===== src/rtl/uart_rx_fifo_if.sv =====
// Read-side bus of the UART receive FIFO.
// The FIFO is the slave. The byte consumer is the master.
interface uart_rx_fifo_if #(
  parameter int FIFO_AW = 4
);
  logic               rd_en;
  logic [7:0]         rd_data;
  logic               rd_valid;
  logic [FIFO_AW:0]   fifo_count;

  modport master (output rd_en, input rd_data, rd_valid, fifo_count);
  modport slave  (input rd_en, output rd_data, rd_valid, fifo_count);
endinterface


===== src/rtl/uart_rx_fifo.sv =====
// 8N1 UART receiver feeding a first-word-fall-through byte FIFO.
// The line is oversampled on sys_clk through a 2-flop synchronizer.
// The receiver flags stop-bit framing errors and FIFO overflow.
module uart_rx_fifo #(
  parameter int CLK_FREQ = 50000000,
  parameter int BAUD     = 115200,
  parameter int FIFO_AW  = 4
) (
  input  logic          sys_clk,
  input  logic          sys_rst,
  input  logic          uart_rxd,
  uart_rx_fifo_if.slave rd_if,
  input  logic          ovf_clr,
  output logic          frame_err,
  output logic          overflow,
  output logic          rx_busy
);

  localparam int DIV   = CLK_FREQ / BAUD;
  localparam int HALF  = DIV / 2;
  localparam int CNT_W = $clog2(DIV);
  localparam int DEPTH = 2 ** FIFO_AW;

  localparam logic [CNT_W-1:0]   CNT_HALF = CNT_W'(HALF - 1);
  localparam logic [CNT_W-1:0]   CNT_FULL = CNT_W'(DIV - 1);
  localparam logic [FIFO_AW:0]   CNT_MAX  = (FIFO_AW + 1)'(DEPTH);

  typedef enum logic [2:0] {
    S_IDLE,
    S_START,
    S_DATA,
    S_STOP,
    S_BREAK
  } state_e;

  // Receiver state
  logic             rx_meta_q, rxs_q;
  state_e           state_q, state_d;
  logic [CNT_W-1:0] cnt_q, cnt_d;
  logic [2:0]       bit_q, bit_d;
  logic [7:0]       shift_q, shift_d;
  logic             ferr_q, ferr_d;
  logic             push;

  // FIFO state
  logic [7:0]         mem [DEPTH];
  logic [FIFO_AW-1:0] wr_ptr_q, wr_ptr_d;
  logic [FIFO_AW-1:0] rd_ptr_q, rd_ptr_d;
  logic [FIFO_AW:0]   count_q, count_d;
  logic               ovf_q, ovf_d;
  logic               rd_valid, pop, full, wr, drop;

  // Two-flop synchronizer. It idles high so that reset does not look like a start bit.
  always_ff @(posedge sys_clk) begin
    // NOTE: sequential state always uses non-blocking assignments so every flop samples pre-edge values.
    if (sys_rst) begin
      rx_meta_q <= 1'b1;
      rxs_q     <= 1'b1;
    end else begin
      rx_meta_q <= uart_rxd;
      rxs_q     <= rx_meta_q;
    end
  end

  // Receiver state register and datapath flops
  always_ff @(posedge sys_clk) begin
    if (sys_rst) begin
      state_q <= S_IDLE;
      cnt_q   <= '0;
      bit_q   <= '0;
      shift_q <= '0;
      ferr_q  <= 1'b0;
    end else begin
      state_q <= state_d;
      cnt_q   <= cnt_d;
      bit_q   <= bit_d;
      shift_q <= shift_d;
      ferr_q  <= ferr_d;
    end
  end

  // Receiver next-state logic. It decides the start glitch, shifts data LSB first, and checks the stop bit.
  always_comb begin
    // NOTE: every always_comb output gets a default first, so no path can infer a latch.
    state_d = state_q;
    cnt_d   = cnt_q;
    bit_d   = bit_q;
    shift_d = shift_q;
    ferr_d  = 1'b0;
    push    = 1'b0;
    unique case (state_q)
      S_IDLE: begin
        if (!rxs_q) begin
          state_d = S_START;
          cnt_d   = '0;
        end
      end
      S_START: begin
        if (cnt_q == CNT_HALF) begin
          cnt_d   = '0;
          bit_d   = '0;
          state_d = rxs_q ? S_IDLE : S_DATA;
        end else begin
          cnt_d = cnt_q + CNT_W'(1);
        end
      end
      S_DATA: begin
        if (cnt_q == CNT_FULL) begin
          cnt_d   = '0;
          shift_d = {rxs_q, shift_q[7:1]};
          bit_d   = bit_q + 3'd1;
          if (bit_q == 3'd7) state_d = S_STOP;
        end else begin
          cnt_d = cnt_q + CNT_W'(1);
        end
      end
      S_STOP: begin
        if (cnt_q == CNT_FULL) begin
          cnt_d = '0;
          if (rxs_q) begin
            push    = 1'b1;
            state_d = S_IDLE;
          end else begin
            ferr_d  = 1'b1;
            state_d = S_BREAK;
          end
        end else begin
          cnt_d = cnt_q + CNT_W'(1);
        end
      end
      S_BREAK: begin
        if (rxs_q) state_d = S_IDLE;
      end
      default: state_d = S_IDLE;
    endcase
  end

  // FIFO control. A pop frees a slot in the same cycle, so a push while full still succeeds when a pop accompanies it.
  always_comb begin
    rd_valid = (count_q != '0);
    pop      = rd_if.rd_en & rd_valid;
    full     = (count_q == CNT_MAX);
    wr       = push & (~full | pop);
    drop     = push & full & ~pop;
    wr_ptr_d = wr  ? wr_ptr_q + FIFO_AW'(1) : wr_ptr_q;
    rd_ptr_d = pop ? rd_ptr_q + FIFO_AW'(1) : rd_ptr_q;
    count_d  = count_q;
    if (wr && !pop)      count_d = count_q + (FIFO_AW + 1)'(1);
    else if (!wr && pop) count_d = count_q - (FIFO_AW + 1)'(1);
    // If a drop and a clear arrive together, the drop wins.
    ovf_d = drop ? 1'b1 : (ovf_clr ? 1'b0 : ovf_q);
  end

  // FIFO pointers, occupancy and the sticky overflow flag
  always_ff @(posedge sys_clk) begin
    if (sys_rst) begin
      wr_ptr_q <= '0;
      rd_ptr_q <= '0;
      count_q  <= '0;
      ovf_q    <= 1'b0;
    end else begin
      wr_ptr_q <= wr_ptr_d;
      rd_ptr_q <= rd_ptr_d;
      count_q  <= count_d;
      ovf_q    <= ovf_d;
    end
  end

  // FIFO storage
  always_ff @(posedge sys_clk) begin
    // NOTE: storage has no reset. Stale entries are unreachable because rd_data is masked while the FIFO is empty.
    if (wr) mem[wr_ptr_q] <= shift_q;
  end

  assign rd_if.rd_data    = rd_valid ? mem[rd_ptr_q] : 8'h00;
  assign rd_if.rd_valid   = rd_valid;
  assign rd_if.fifo_count = count_q;
  assign frame_err        = ferr_q;
  assign overflow         = ovf_q;
  assign rx_busy          = (state_q != S_IDLE);

endmodule


===== src/flat_wrapper.sv =====
// flat-port wrapper written by rule: the top's interface ports become plain ports
module uart_rx_fifo_flat 
#(
  parameter int CLK_FREQ = 50000000,
  parameter int BAUD     = 115200,
  parameter int FIFO_AW  = 4
)
  (sys_clk, sys_rst, uart_rxd, ovf_clr, frame_err, overflow, rx_busy, rd_if_rd_en, rd_if_rd_data, rd_if_rd_valid, rd_if_fifo_count);
  uart_rx_fifo_if #(.FIFO_AW(FIFO_AW)) rd_if_i ();
  input  logic sys_clk;
  input  logic sys_rst;
  input  logic uart_rxd;
  input  logic ovf_clr;
  output logic frame_err;
  output logic overflow;
  output logic rx_busy;
  input wire logic [$bits(rd_if_i.rd_en)-1:0] rd_if_rd_en;
  output wire logic [$bits(rd_if_i.rd_data)-1:0] rd_if_rd_data;
  output wire logic [$bits(rd_if_i.rd_valid)-1:0] rd_if_rd_valid;
  output wire logic [$bits(rd_if_i.fifo_count)-1:0] rd_if_fifo_count;
  assign rd_if_i.rd_en = rd_if_rd_en;
  assign rd_if_rd_data = rd_if_i.rd_data;
  assign rd_if_rd_valid = rd_if_i.rd_valid;
  assign rd_if_fifo_count = rd_if_i.fifo_count;
  uart_rx_fifo #(.CLK_FREQ(CLK_FREQ), .BAUD(BAUD), .FIFO_AW(FIFO_AW)) u_core (.sys_clk(sys_clk), .sys_rst(sys_rst), .uart_rxd(uart_rxd), .rd_if(rd_if_i), .ovf_clr(ovf_clr), .frame_err(frame_err), .overflow(overflow), .rx_busy(rx_busy));
endmodule

===== config.mk =====
export PLATFORM = sky130hd
export DESIGN_NAME = uart_rx_fifo_flat
export DESIGN_NICKNAME = d
export VERILOG_FILES = /design/src/rtl/uart_rx_fifo_if.sv /design/src/rtl/uart_rx_fifo.sv /design/src/flat_wrapper.sv
export SDC_FILE = /design/constraint.sdc
export NUM_CORES = 1
export LEC_CHECK = 0
export ABC_AREA = 1
export CAP_MARGIN = 25
export CORE_AREA = 2 2 150 152
export CTS_BUF_LIST = sky130_fd_sc_hd__clkbuf_8
export DETAILED_ROUTE_END_ITERATION = 8
export DIE_AREA = 0 0 152 154
export HOLD_SLACK_MARGIN = 0.02
export PLACE_DENSITY = 0.5
export SETUP_SLACK_MARGIN = 0.4
export SYNTH_ARGS = -nofsm -noshare
export SYNTH_HDL_FRONTEND = slang
export SYNTH_SLANG_ARGS = --single-unit

===== constraint.sdc =====
create_clock -name sys_clk -period 6.7 [get_ports sys_clk]
set_clock_uncertainty 0.2 [all_clocks]
set_input_delay 0.67 -clock sys_clk [delete_from_list [all_inputs] [get_ports sys_clk]]
set_output_delay 0.67 -clock sys_clk [all_outputs]
set_load 0.05 [all_outputs]

---- Word level (Yosys, flattened, before mapping) ----
Memory sizes are Yosys's and may differ from the RTL's. A register that Yosys moved wholly into a read port is not among the register bits.
Cells that the tools add are included.
cells by class
  multiplexer cells ....................... 29
  bitwise logic cells ..................... 9
  equality and inequality tests ........... 14
  add/subtract/negate cells ............... 6
  reduce and logical (&&, ||, !) cells .... 17
operator list
  cell                   number
  $mux W3                9
  $mux W9                3
  $pmux W9 S3            1
  $pmux W3 S5            1
  $mux W5                2
  $ne A2 B1 Y1 const B   5
  $add A9 B1 Y9 const B  1
  $eq A9 B8 Y1 const B   1
  $eq A9 B9 Y1 const B   1
  $add A4 B1 Y4 const B  2
  $mux W1                8
  $mux W4                2
  $mux W8                1
  $eq A3 B2 Y1 const B   2
  $eq A3 B3 Y1 const B   2
  $pmux W3 S2            1
  $reduce_and A6 Y1      1
  $reduce_bool A2 Y1     3
  $reduce_bool A3 Y1     2
  $add A5 B1 Y5 const B  1
  $eq A5 B5 Y1 const B   1
  $reduce_bool A5 Y1     1
  $sub A5 B1 Y5 const B  1
  $and A1 B1 Y1          4
  13 further kinds       19
word-level totals
  input port bits ......................... 5
  register bits ........................... 40
  memory bits (writable) .................. 128
  memories kept ........................... 1
memory list
  name        depth  width  rd ports  clocked after Yosys merged registers in  write ports  line                source
  u_core.mem  16     8      1         1                                        1            uart_rx_fifo.sv:46  logic [7:0] mem [DEPTH];

---- Depth between registers and ports, before layout ----
  depth after elaboration ................. 8
  mapped depth ............................ 18
  gate-level depth less buffers ........... 18

---- Least setup slack after synthesis ----
No wires, ideal clock.
  path type ............................... reg-to-reg
  start ................................... register u_core.count_q[4], in the netlist u_core.rd_if.fifo_count[4]
  end ..................................... register u_core.count_q[4], in the netlist u_core.rd_if.fifo_count[4]
  slack ................................... 3.961 ns
  arrival ................................. 2.469 ns
  clock period less this slack ............ 2.739 ns
  stages on the path, launching flop included .. 16
  cells stage by stage .................... dfxtp_1 -> inv_1 -> nor2_1 -> nand3_2 -> nand2_4 -> clkinv_4 -> ha_1 -> fa_1 -> inv_1 -> nand2_1 -> nand2_1 -> nand2_1 -> a21o_1 -> nand2_1 -> nand2_1 -> a21oi_1
between the ends
  longest elaborated chain between the ends .. 7
  elaborated cells between the ends (all ways) .. 15
RTL lines
  what                                                       line                                      source
  start, declared                                            uart_rx_fifo.sv:49                        logic [FIFO_AW:0] count_q, count_d;
  start signal, assigned                                     uart_rx_fifo.sv:164                       count_q <= count_d;
  $reduce_bool A5 Y1 / $eq A5 B5 Y1 (equally long branches)  uart_rx_fifo.sv:140, uart_rx_fifo.sv:142
  $and A1 B1 Y1 / $not A1 Y1 (equally long branches)         uart_rx_fifo.sv:141, uart_rx_fifo.sv:143
  $or A1 B1 Y1 *                                             uart_rx_fifo.sv:143                       wr = push & (~full | pop);
  $and A1 B1 Y1 *                                            uart_rx_fifo.sv:143
  named net u_core.wr                                        uart_rx_fifo.sv:51                        logic rd_valid, pop, full, wr, drop;
  $logic_not A1 Y1                                           uart_rx_fifo.sv:149                       else if (!wr && pop) count_d = count_q - (FIFO_AW + 1)'(1);
  $logic_and A1 B1 Y1                                        uart_rx_fifo.sv:149
  $reduce_bool A2 Y1 (no line)                               --
Mark *: on every way through the listed nets, which the timed path passes. The rest lies on a longest branch. The select of a mux whose other input is x is not followed.
A chain may end at the register's enable or synchronous reset.

==> report_table.html <==
<table>
<tr><th>Metric</th><th>Value</th></tr>
<tr><th colspan="2">Outcome</th></tr>
<tr><td>Result of the run</td><td>finished, final reports clean</td></tr>
<tr><th colspan="2">Yosys</th></tr>
<tr><td>Post-synthesis register bit count</td><td>172</td></tr>
<tr><td>Post-synth design cell area</td><td>0.00749 mm2</td></tr>
<tr><td>Mapped Avg Cell Area</td><td>10.3 um2</td></tr>
<tr><td>Library cells used by synthesis</td><td>41</td></tr>
<tr><td>Proportion of register bits with asynchronous set or reset after synthesis</td><td>0</td></tr>
<tr><td>Net count after synthesis</td><td>745</td></tr>
<tr><td>Number of flops mapped to enable cells by yosys</td><td>128</td></tr>
<tr><td>Gate count of the mapped netlist</td><td>724</td></tr>
<tr><td>Post-synth top flop</td><td>sky130_fd_sc_hd__edfxtp_1</td></tr>
<tr><td>Synth warnings</td><td>0</td></tr>
<tr><td>Fraction of the yosys area taken by sequential cells</td><td>0.631</td></tr>
<tr><th colspan="2">Drt</th></tr>
<tr><td>Number of DRC markers in iteration 0</td><td>362</td></tr>
<tr><td>Via density</td><td>4.97</td></tr>
<tr><td>Post-route antenna net violation count</td><td>0</td></tr>
<tr><td>Vias</td><td>5129</td></tr>
<tr><td>Drt first pass iters</td><td>5</td></tr>
<tr><td>Mean routed wirelength per cell</td><td>17.0 um</td></tr>
<tr><td>Total wirelength of the detailed-routed design</td><td>17500 um</td></tr>
<tr><td>Remaining design rule violation count</td><td>0</td></tr>
<tr><th colspan="2">Global route</th></tr>
<tr><td>GR Util All Layers</td><td>0.158</td></tr>
<tr><td>Antenna violations before repair</td><td>0</td></tr>
<tr><td>Wire length of the first global-routing pass</td><td>28700 um</td></tr>
<tr><td>Total congestion overflow after global routing</td><td>0</td></tr>
<tr><td>Vias in the first global route</td><td>5358</td></tr>
<tr><td>Maximum number of pins on one net before global-route repair</td><td>66</td></tr>
<tr><th colspan="2">Power</th></tr>
<tr><td>Leak</td><td>3.21 nW</td></tr>
<tr><td>Pwr/cell area</td><td>349 mW/mm2</td></tr>
<tr><td>Peak supply drop</td><td>261 uV</td></tr>
<tr><td>Overall power consumption</td><td>2.91 mW</td></tr>
<tr><th colspan="2">Clocking</th></tr>
<tr><td>Clock sink total</td><td>172</td></tr>
<tr><td>Clock buffers created by TritonCTS</td><td>17</td></tr>
<tr><td>Post-CTS setup buffers</td><td>0</td></tr>
<tr><td>Clock transition at the registers of the reported paths</td><td>0.10 ns</td></tr>
<tr><td>Cell at the root of the clock tree</td><td>sky130_fd_sc_hd__clkbuf_8</td></tr>
<tr><td>Hold_buf cts</td><td>0</td></tr>
<tr><td>TritonCTS clock tree</td><td>done</td></tr>
<tr><td>H-tree level count</td><td>4</td></tr>
<tr><td>Number of cells upsized or downsized after cts</td><td>0</td></tr>
<tr><td>Buffer levels on the longest clock path</td><td>2</td></tr>
<tr><td>Clock latency of the later-clocked register in the worst-skew pair</td><td>0.46 ns</td></tr>
<tr><th colspan="2">Floorplan</th></tr>
<tr><td>Starting density of the core</td><td>0.345</td></tr>
<tr><td>Total core area</td><td>0.0217 mm2</td></tr>
<tr><td>Number of rows in the core area</td><td>54</td></tr>
<tr><td>Number of top-level pins</td><td>22</td></tr>
<tr><td>Die area</td><td>0.0234 mm2</td></tr>
<tr><td>Die H</td><td>154 um</td></tr>
<tr><td>Die X-Extent</td><td>152 um</td></tr>
<tr><th colspan="2">Setup path</th></tr>
<tr><td>Arrival @ worst endpoint</td><td>3.25 ns</td></tr>
<tr><td>Worst EP required</td><td>5.83 ns</td></tr>
<tr><td>Worst setup EP type</td><td>primary output</td></tr>
<tr><td>Category of the critical setup timing path</td><td>reg2out</td></tr>
<tr><td>Crit start category</td><td>flip-flop</td></tr>
<tr><td>CP Max Fanout</td><td>65</td></tr>
<tr><th colspan="2">Timing</th></tr>
<tr><td>Worst relative slew slack</td><td>0.400</td></tr>
<tr><td>Unrepaired setup endpoints after global routing</td><td>no</td></tr>
<tr><td>Setup-failing EPs final</td><td>0</td></tr>
<tr><td>Final total negative setup slack</td><td>0 ns</td></tr>
<tr><td>Min Clock Period, post-route</td><td>4.12 ns</td></tr>
<tr><td>Final Max Slew Viols</td><td>0</td></tr>
<tr><td>Slew at the pin closest to its max-slew limit</td><td>0.896 ns</td></tr>
<tr><td>Final Hold Vio Count</td><td>0</td></tr>
<tr><td>F_max</td><td>243 MHz</td></tr>
<tr><td>Share of the cycle needed by the critical path after routing</td><td>0.615</td></tr>
<tr><th colspan="2">Final layout</th></tr>
<tr><td>Share of post-route cells with drive strength above 1</td><td>0.108</td></tr>
<tr><td># nets final</td><td>761</td></tr>
<tr><td>Antenna cells</td><td>0</td></tr>
<tr><td>Filler cells</td><td>2160</td></tr>
<tr><td>Area Overhead vs Synth</td><td>11.3%</td></tr>
<tr><td>Multi-input combinational cell area</td><td>0.00242 mm2</td></tr>
<tr><td>Sequential cell area</td><td>0.00473 mm2</td></tr>
<tr><td>Non-Filler Instances</td><td>1033</td></tr>
<tr><th colspan="2">Place</th></tr>
<tr><td>Placed instance count</td><td>1000</td></tr>
<tr><td>Number of buffer cells added on primary ports</td><td>21</td></tr>
<tr><td>Half-perimeter wire length of the detailed placement result</td><td>11300 um</td></tr>
<tr><td>Routability congestion estimate</td><td>0.828</td></tr>
<tr><th colspan="2">Run</th></tr>
<tr><td>Max-cap viol count</td><td>0</td></tr>
<tr><th colspan="2">Worst hold path</th></tr>
<tr><td>Path category of the worst min-delay check</td><td>reg2reg</td></tr>
</table>
## per-layer routing
layer  GRT usage  wire length, um  up-vias
met4      0.0490              199        0
met2       0.268             8550      104
met5           0                0        -
li1            -                -     2498
met1       0.204             8080     2511
met3      0.0330              716       16
## flip-flops by register name, indices dropped and copies added, names as in the netlist, named ones only
signal,flops
u_core.shift_q,8
u_core.overflow,1
u_core.rxs_q,1
u_core.mem,128
u_core.rd_ptr_q,4
u_core.wr_ptr_q,4
u_core.cnt_q,9
u_core.frame_err,1
u_core.rd_if.fifo_count,5
u_core.bit_q,3
u_core.state_q,3
u_core.rx_meta_q,1
## cell families (layout without fill, tap and decap cells)
family	Yosys count	count (layout)	synth area share
and+or+nand+nor	380	380	0.232
DFF	172	172	0.631
AOI/OAI and AO/OA	75	75	0.0566
buffers and inverters	75	104	0.0453
adders and majority gates	16	16	0.0277
xor gates and xnor gates	6	6	0.00702
## cells in the final DEF, fill, tap and decap left out, drive strengths merged, types with 2 or more instances in the layout
master | netlist | routed
a21oi | 35 | 35
buf | 27 | 5
clkbuf | 2 | 17
clkdlybuf4s50 | 0 | 21
clkinv | 1 | 7
dfxtp | 44 | 44
edfxtp | 128 | 128
ha | 15 | 15
inv | 45 | 53
nand2 | 192 | 192
nand3 | 111 | 111
nand4 | 5 | 5
nor2 | 65 | 65
nor3 | 2 | 2
o21a | 8 | 8
o21ai | 31 | 31
or2 | 3 | 3
xnor2 | 3 | 3
xor2 | 3 | 3
## power breakdown
part	internal [mW]	switching [mW]
Combinational	0.317	0.677
Clock	0.275	0.428
Sequential	1.17	0.0466
Total	1.76	1.15
## layout make-up
| type | instances | share of cell area |
|---|---|---|
| clock buffer | 17 | 0.0281 |
| clock inverter | 15 | 0.0173 |
| inverter | 46 | 0.0213 |
| multi-input combinational | 477 | 0.291 |
| sequential | 172 | 0.567 |
| tap | 280 | 0.0420 |
| timing repair buffer | 26 | 0.0336 |
## stage by stage
| stage | hold WS (ns) | utilization | setup slack [ns] | instance area [um2] |
|---|---|---|---|---|
| floorplan | 0.189 | - | 3.96 | 7490 |
| global placement | 0.196 | 0.365 | 2.76 | 7910 |
| detailed placement | 0.197 | 0.366 | 2.73 | 7940 |
| CTS | 0.212 | 0.383 | 2.18 | 8320 |
| global route | 0.234 | 0.384 | 2.35 | 8340 |
| finish | 0.207 | 0.384 | 2.58 | 8340 |
## cells in the mapped netlist (all sizes together), types with 3 or more instances
library cell	count	share of area
buf	27	0.021
inv	45	0.023
nand4	5	0.0070
xnor2	3	0.0035
xor2	3	0.0035
edfxtp	128	0.51
a21oi	35	0.024
dfxtp	44	0.12
ha	15	0.025
or2	3	0.0025
nor2	65	0.039
nand3	111	0.076
o21ai	31	0.023
o21a	8	0.0080
nand2	192	0.10
## path summary, 6_finish.rpt
check	start	to	slack (ns)	cells past startpoint
max	flip-flop	rd_if_rd_data[4]	2.58	9
min	u_core.rx_meta_q	u_core.rxs_q	0.21	1
max reg2reg	u_core.cnt_q[0]	u_core.rd_if.fifo_count[3]	3.91	15
min reg2reg	u_core.rx_meta_q	u_core.rxs_q	0.21	1
## critical path, cell delays in order, from the launching register on
cell	delay, ns
sky130_fd_sc_hd__dfxtp_2	0.32
sky130_fd_sc_hd__buf_4	0.51
sky130_fd_sc_hd__inv_2	0.31
sky130_fd_sc_hd__buf_12	0.27
sky130_fd_sc_hd__nand2_1	0.09
sky130_fd_sc_hd__nand3_1	0.07
sky130_fd_sc_hd__nand3_1	0.14
sky130_fd_sc_hd__a21oi_1	0.11
sky130_fd_sc_hd__o21a_1	0.22
sky130_fd_sc_hd__clkdlybuf4s50_1	0.70
(Power assumes the default switching activity.)
